`config.mk`:
```
export PLATFORM = sky130hd
export DESIGN_NAME = state_machine_flat
export DESIGN_NICKNAME = d
export VERILOG_FILES = /design/src/rtl/state_machine_pkg.sv /design/src/rtl/state_machine_if.sv /design/src/rtl/state_machine_button_conditioner.sv /design/src/rtl/state_machine.sv /design/src/flat_wrapper.sv
export SDC_FILE = /design/constraint.sdc
export NUM_CORES = 1
export LEC_CHECK = 0
export ABC_AREA = 1
export CAP_MARGIN = 20
export CORE_ASPECT_RATIO = 0.75
export CORE_UTILIZATION = 30
export CTS_CLUSTER_SIZE = 12
export DETAILED_ROUTE_END_ITERATION = 8
export PLACE_DENSITY_LB_ADDON = 0.2
export SLEW_MARGIN = 20
export SYNTH_ARGS = -nofsm -noshare
export SYNTH_HDL_FRONTEND = slang
export SYNTH_HIERARCHICAL = 1
export SYNTH_SLANG_ARGS = --single-unit
```
`constraint.sdc`:
```
create_clock -name clk -period 2.5 [get_ports clk]
set_input_delay 0.5 -clock clk [delete_from_list [all_inputs] [get_ports clk]]
set_output_delay 0.5 -clock clk [all_outputs]
set_load 0.01 [all_outputs]
```
`src/rtl/state_machine_pkg.sv`:
```
// Shared types and constants for the button-driven state machine.
// Debounce build option: STATE_MACHINE_DEBOUNCE_EN.
package state_machine_pkg;

  localparam int NUM_STATES  = 5;
  localparam int NUM_BUTTONS = 6;

  localparam int BTN_NEXT   = 0;
  localparam int BTN_PREV   = 1;
  localparam int BTN_HOME   = 2;
  localparam int BTN_END    = 3;
  localparam int BTN_LOCK   = 4;
  localparam int BTN_INVERT = 5;

  typedef enum logic [2:0] {
    ST0 = 3'd0,
    ST1 = 3'd1,
    ST2 = 3'd2,
    ST3 = 3'd3,
    ST4 = 3'd4
  } state_t;

endpackage

```
`src/rtl/state_machine_if.sv`:
```
// Button / led bundle between the panel and the state machine.
// Debounce build option: STATE_MACHINE_DEBOUNCE_EN.
interface state_machine_if;
  import state_machine_pkg::*;

  logic [NUM_BUTTONS-1:0] button;
  logic [NUM_STATES-1:0]  led;

  modport master (output button, input led);
  modport slave  (input button, output led);

endinterface

```
`src/rtl/state_machine_button_conditioner.sv`:
```
// One button: 2-flop sync, optional debounce, rising-edge pulse.
// Debounce build option: STATE_MACHINE_DEBOUNCE_EN.
module button_conditioner #(
  parameter int DEBOUNCE_CYCLES = 4
) (
  input  logic clk,
  input  logic reset_,
  input  logic raw,
  output logic pulse
);

  logic sync1;
  logic sync2;
  logic level;
  logic level_q;

  // Bring the raw button into the clock domain.
  always_ff @(posedge clk or negedge reset_) begin
    if (!reset_) begin
      sync1 <= 1'b0;
      sync2 <= 1'b0;
    end else begin
      sync1 <= raw;
      sync2 <= sync1;
    end
  end

`ifdef STATE_MACHINE_DEBOUNCE_EN
  logic [7:0] cnt;
  logic       deb;

  // Follow sync2 only after it has held a new value long enough.
  always_ff @(posedge clk or negedge reset_) begin
    if (!reset_) begin
      cnt <= 8'd0;
      deb <= 1'b0;
    end else if (sync2 == deb) begin
      cnt <= 8'd0;
    end else if (cnt == 8'(DEBOUNCE_CYCLES - 1)) begin
      cnt <= 8'd0;
      deb <= sync2;
    end else begin
      cnt <= cnt + 8'd1;
    end
  end

  assign level = deb;
`else
  assign level = sync2;
`endif

  // Remember last level so a held button pulses only once.
  always_ff @(posedge clk or negedge reset_) begin
    if (!reset_) level_q <= 1'b0;
    else         level_q <= level;
  end

  assign pulse = level & ~level_q;

endmodule

```
`src/rtl/state_machine.sv`:
```
// Five-state selector driven by NEXT/PREV/HOME/END/LOCK/INVERT.
// Debounce build option: STATE_MACHINE_DEBOUNCE_EN.
module state_machine
  import state_machine_pkg::*;
#(
  parameter int DEBOUNCE_CYCLES = 4
) (
  input  logic           clk,
  input  logic           reset_,
  state_machine_if.slave bus
);

  logic [NUM_BUTTONS-1:0] pulse;
  state_t                 state;
  state_t                 state_nxt;
  logic                   lock_q;
  logic                   invert_q;
  logic                   mv_next;
  logic                   mv_prev;
  logic                   mv_home;
  logic                   mv_end;
  logic [NUM_STATES-1:0]  onehot;

  for (genvar i = 0; i < NUM_BUTTONS; i++) begin : g_btn
    button_conditioner #(
      .DEBOUNCE_CYCLES(DEBOUNCE_CYCLES)
    ) u_cond (
      .clk   (clk),
      .reset_(reset_),
      .raw   (bus.button[i]),
      .pulse (pulse[i])
    );
  end

  assign mv_next = pulse[BTN_NEXT] & ~lock_q;
  assign mv_prev = pulse[BTN_PREV] & ~lock_q;
  assign mv_home = pulse[BTN_HOME] & ~lock_q;
  assign mv_end  = pulse[BTN_END]  & ~lock_q;

  // Pick the move; HOME beats END, NEXT+PREV cancel.
  always_comb begin
    state_nxt = state;
    priority case (1'b1)
      mv_home:           state_nxt = ST0;
      mv_end:            state_nxt = ST4;
      mv_next & mv_prev: state_nxt = state;
      mv_next:
        state_nxt = (state == ST4) ? ST0
                  : state_t'(state + 3'd1);
      mv_prev:
        state_nxt = (state == ST0) ? ST4
                  : state_t'(state - 3'd1);
      default:           state_nxt = state;
    endcase
  end

  // State and flags; lock uses its pre-edge value.
  always_ff @(posedge clk or negedge reset_) begin
    if (!reset_) begin
      state    <= ST0;
      lock_q   <= 1'b0;
      invert_q <= 1'b0;
    end else begin
      state    <= state_nxt;
      lock_q   <= lock_q ^ pulse[BTN_LOCK];
      invert_q <= invert_q ^ pulse[BTN_INVERT];
    end
  end

  // Led decode from registered state only.
  always_comb begin
    onehot  = NUM_STATES'(1) << state;
    bus.led = invert_q ? ~onehot : onehot;
  end

endmodule

```
`src/flat_wrapper.sv`:
```
// flat-port wrapper written by rule: the top's interface ports become plain ports
module state_machine_flat import state_machine_pkg::*;
#(
  parameter int DEBOUNCE_CYCLES = 4
)
  (clk, reset_, bus_button, bus_led);
  state_machine_if bus_i ();
  input  logic clk;
  input  logic reset_;
  input wire logic [$bits(bus_i.button)-1:0] bus_button;
  output wire logic [$bits(bus_i.led)-1:0] bus_led;
  assign bus_i.button = bus_button;
  assign bus_led = bus_i.led;
  state_machine #(.DEBOUNCE_CYCLES(DEBOUNCE_CYCLES)) u_core (.clk(clk), .reset_(reset_), .bus(bus_i));
endmodule
```
Word-level counts from Yosys, hierarchy flattened
Index checks and enable logic that the tools add are counted.
W data, S select, Z words.
- input bits: 8
- register bits after elaboration: 23
- output and inout bits: 5
- logic and storage cells: 58
- bitwise operators: 21
- eq/ne operators: 2
- add/sub/neg operators: 2
- shift operators: 1
- mux-type cells: 8
- reductions and logical operators: 3
- operators by type and width (cell ; count):
    $mux W3 ; 7
    $and A1 B1 Y1 ; 11
    $not A1 Y1 ; 7
    $mux W5 ; 1
    $not A5 Y5 ; 1
    $shl A1 B3 Y5 const A ; 1
    $reduce_bool A4 Y1 ; 1
    $add A3 B1 Y3 const B ; 1
    $eq A3 B3 Y1 const B ; 1
    $logic_not A3 Y1 ; 1
    $ne A3 B1 Y1 const B ; 1
    $sub A3 B1 Y3 const B ; 1
    $reduce_and A2 Y1 ; 1
    $xor A1 B1 Y1 ; 2

Logic depth before layout (Yosys ltp)
- depth after elaboration: 8
- gate-level depth with buffers: 10

By module
Netlist, hierarchy kept.
- by module, submodules not included (module ; times used ; seq. area each (um2) ; cells each ; area an instance (um2)):
    button_conditioner ; 6 ; 75.1 ; 5 ; 85.1
    state_machine ; 1 ; 125.1 ; 63 ; 490.5

Worst setup path before layout
No wires, ideal clock.
- kind: register to output
- start: reg u_core.state[0]
- end: out bus_led[4]
- cell stages (with the launch flop): 5
- buffers on the path: 0
- data arrival time: 1.091 ns
- slack: 0.909 ns
- required time: 2.000 ns
- cell sequence: dfrtp_1 > inv_1 > ha_1 > nand2_1 > xor2_1
- cells in the longest elaborated chain, start to end: 3
- ends and longest elaborated chain (item ; line ; RTL):
    from (decl) ; state_machine.sv:14 ; state_t state;
    from (signal assigned) ; state_machine.sv:64 ; state <= state_nxt;
    $shl A1 B3 Y5 (*) ; state_machine.sv:72 ; onehot = NUM_STATES'(1) << state;
    $not A5 Y5 ; state_machine.sv:73 ; bus.led = invert_q ? ~onehot : onehot;
    $mux W5 (*) ; state_machine.sv:73 ;
    to (decl) ; flat_wrapper.sv:11 ; output wire logic [$bits(bus_i.led)-1:0] bus_led;
Every way passes the cells marked *; elsewhere a longest branch is shown, timed or not.

Worst setup path in the final report
- start: reg u_core.state[1]
- end: out bus_led[4]
Same word-level chain as after synthesis.

==> summary.json <==
{
  "outcome": {"value": "finished, final reports clean"},
  "p_leak": {"value": 0.616, "unit": "nW"},
  "placed_cell_area": {"value": 1180, "unit": "um2"},
  "critical_path.endpoint_type": {"value": "primary output"},
  "gp_congestion": {"value": 0.688},
  "synth.yosys.warnings": {"value": 6},
  "io_buf_count": {"value": 12},
  "placement_rows": {"value": 17},
  "detail_route.wirelength": {"value": 1320, "unit": "um"},
  "die_height": {"value": 52.0, "unit": "um"},
  "final_layout_size_suffix_gt1_frac": {"value": 0.227},
  "multiInputGateArea": {"value": 360, "unit": "um2"},
  "setup-tns-final": {"value": 0, "unit": "ns"},
  "cts.sink_count": {"value": 23},
  "synth.lib_cells_used.distinct": {"value": 16},
  "place.detailed.instances": {"value": 144},
  "detail_route.wl_per_cell": {"value": 8.95, "unit": "um"},
  "netlist_area": {"value": 1000, "unit": "um2"},
  "grt_max_degree": {"value": 24},
  "finish.cell_count_without_fillers": {"value": 148},
  "final.period_utilization": {"value": 0.937},
  "clock_latency": {"value": 0.26, "unit": "ns"},
  "post-cts-setup-buffer-count": {"value": 0},
  "drcViolationCount": {"value": 0},
  "cts_buffer_depth": {"value": 2},
  "crit_path_start_kind": {"value": "register"},
  "dr.first_iter.drc_count": {"value": 2},
  "yosys_register_bits": {"value": 23},
  "initial_standard_cell_utilization_of_the_core": {"value": 0.327},
  "hold_viol": {"value": 0},
  "root_buffer": {"value": "sky130_fd_sc_hd__clkbuf_8"},
  "cts_max_level": {"value": 1},
  "synth-seq-area-share": {"value": 0.575},
  "maximum_fanout_count_along_the_critical_path": {"value": 4},
  "die-area": {"value": 3570, "unit": "um2"},
  "gr-usage-all-layers": {"value": 0.0878},
  "detailed_place_hpwl": {"value": 1040, "unit": "um"},
  "detail_route.first_pass.iterations": {"value": 2},
  "synth_fp_nets": {"value": 107},
  "timing_max_transition_violations_final": {"value": 0},
  "total_clock_buffers_created_by_cts": {"value": 3},
  "tritoncts": {"value": "done"},
  "layout-area-overhead-vs-synth": {"value": 22.4, "unit": "%"},
  "antenna_violations_before_repair": {"value": 0},
  "criticalPathCategory": {"value": "register to primary output"},
  "power-per-cell-area": {"value": 1090, "unit": "nW/um2"},
  "antenna-diode-count": {"value": 0},
  "route.antenna.remaining_nets": {"value": 0},
  "hold_path.class": {"value": "register to register"},
  "die_x": {"value": 68.7, "unit": "um"},
  "irDropWorstVdd": {"value": 0.471, "unit": "mV"},
  "max_slew.worst_pin.slew": {"value": 0.285, "unit": "ns"},
  "syn_inst": {"value": 93},
  "floorplan.core_area": {"value": 3060, "unit": "um2"},
  "top_library_cells_by_usage_in_the_layout_fill_and_taps_aside": {"value": "23 x sky130_fd_sc_hd__dfrtp_1, 17 x sky130_fd_sc_hd__nand2_1, 14 x sky130_fd_sc_hd__inv_1"},
  "setup_violations": {"value": 0},
  "commonest_non_fill_non_tap_cell_in_the_layout": {"value": "sky130_fd_sc_hd__dfrtp_1"},
  "global_route.overflow_total": {"value": 0},
  "cp.arrival": {"value": 1.84, "unit": "ns"},
  "grt_setup_unrepaired": {"value": "false"},
  "fmax": {"value": 427, "unit": "MHz"},
  "hold-worst-slack": {"value": 0.350, "unit": "ns"},
  "final_design_area_no_fill": {"value": 1220, "unit": "um2"},
  "first_pass_grt_wire_length": {"value": 2300, "unit": "um"},
  "numnets_final": {"value": 125},
  "clkTransAtPathRegs": {"value": 0.08, "unit": "ns"},
  "routed-via-count": {"value": 603},
  "power": {"value": 1.33, "unit": "mW"},
  "post_drt_via_cell_ratio": {"value": 4.07},
  "clock_skew": {"value": 0.00713, "unit": "ns"},
  "crit_required": {"value": 2.00, "unit": "ns"},
  "fillers": {"value": 322},
  "drv.max_cap_violation_count": {"value": 0},
  "grt_pass1_vias": {"value": 565},
  "final-seq-area": {"value": 576, "unit": "um2"},
  "io_count": {"value": 13},
  "final.min_clock_period": {"value": 2.34, "unit": "ns"},
  "slew_headroom": {"value": 0.810},
  "syn-mean-instance-area": {"value": 10.8, "unit": "um2"}
}
-- sequential cells by signal (all words and copies together) (netlist names) --
name / count
u_core/g_btn.u_cond/sync1: 6
u_core/g_btn.u_cond/level_q: 6
u_core/g_btn.u_cond/level: 6
u_core/lock_q: 1
u_core/state: 3
u_core/invert_q: 1
-- worst paths after layout --
path,end,cells after the start,startpoint,slack (ns)
setup reg to reg,u_core/state[2],9,u_core/state[1],1.12
hold reg to reg,u_core/g_btn[0].u_cond/level,0,u_core/g_btn[0].u_cond/sync1,0.35
min in group asynchronous,u_core/g_btn[4].u_cond/sync1,2,reset_,0.58
hold / removal,u_core/g_btn[0].u_cond/level,0,u_core/g_btn[0].u_cond/sync1,0.35
setup / recovery,bus_led[4],5,u_core/state[1],0.16
max in group asynchronous,u_core/g_btn[1].u_cond/level_q,2,reset_,1.68
-- report_power, final --
part / total, mW / internal [mW] / switching, mW
Clock: 0.217 / 0.111 / 0.106
Combinational: 0.644 / 0.306 / 0.338
Sequential: 0.473 / 0.427 / 0.0460
Total: 1.33 / 0.843 / 0.490
-- stage by stage --
stage / utilization / setup WS [ns]
floorplan: - / 0.909
global placement: 0.384 / 0.424
detailed placement: 0.384 / 0.358
CTS: 0.399 / 0.0637
global route: 0.400 / 0.0279
finish: 0.400 / 0.158
-- cells by family after synthesis --
| group | Yosys count | synth area share |
|---|---|---|
| fa+ha+maj | 6 | 0.0750 |
| compound gates | 6 | 0.0475 |
| simple gates | 33 | 0.174 |
| flops | 23 | 0.575 |
| buf+inv | 18 | 0.0675 |
| xor+xnor | 7 | 0.0613 |
-- cell type report --
cell class                 instances  share of cell area
sequential                        23               0.470
multi-input combinational         52               0.294
timing repair buffer              13               0.104
inverter                          18              0.0552
tap                               38              0.0388
clock buffer                       3              0.0337
clock inverter                     1             0.00409
-- critical path, stage by stage, from the launching register on --
cell and delay (ns):
sky130_fd_sc_hd__dfrtp_1 0.40, sky130_fd_sc_hd__inv_1 0.14, sky130_fd_sc_hd__ha_2 0.24, sky130_fd_sc_hd__nand2_1 0.10, sky130_fd_sc_hd__xor2_1 0.15, sky130_fd_sc_hd__clkdlybuf4s50_1 0.55
-- synth_stat cells --
library cell	count	share of area
sky130_fd_sc_hd__a21boi_2	1	0.011
sky130_fd_sc_hd__dfrtp_1	23	0.57
sky130_fd_sc_hd__ha_1	6	0.075
sky130_fd_sc_hd__inv_1	15	0.056
sky130_fd_sc_hd__inv_2	3	0.011
sky130_fd_sc_hd__nand2_1	17	0.064
sky130_fd_sc_hd__nand2_2	1	0.0063
sky130_fd_sc_hd__nand2_4	3	0.034
sky130_fd_sc_hd__nand3_1	3	0.015
sky130_fd_sc_hd__nand3_2	1	0.010
sky130_fd_sc_hd__nor2_1	2	0.0075
sky130_fd_sc_hd__nor2_2	6	0.038
sky130_fd_sc_hd__o21ai_0	1	0.0050
sky130_fd_sc_hd__o21ai_1	1	0.0050
sky130_fd_sc_hd__o21ai_2	3	0.026
sky130_fd_sc_hd__xor2_1	7	0.061
-- metal layers --
layer / vias up / track usage / routed length, um
li1: 309 / - / -
met1: 284 / 0.112 / 630
met2: 10 / 0.145 / 648
met3: 0 / 0.0197 / 45
met4: 0 / 0.0306 / 0
met5: - / 0 / 0
-- timing repair --
action	in CTS	in global routing
resized for setup	0	2
hold buffers	0	0
endpoints found under the setup margin	0	1
Note: power is estimated with default switching activity, not from simulation.
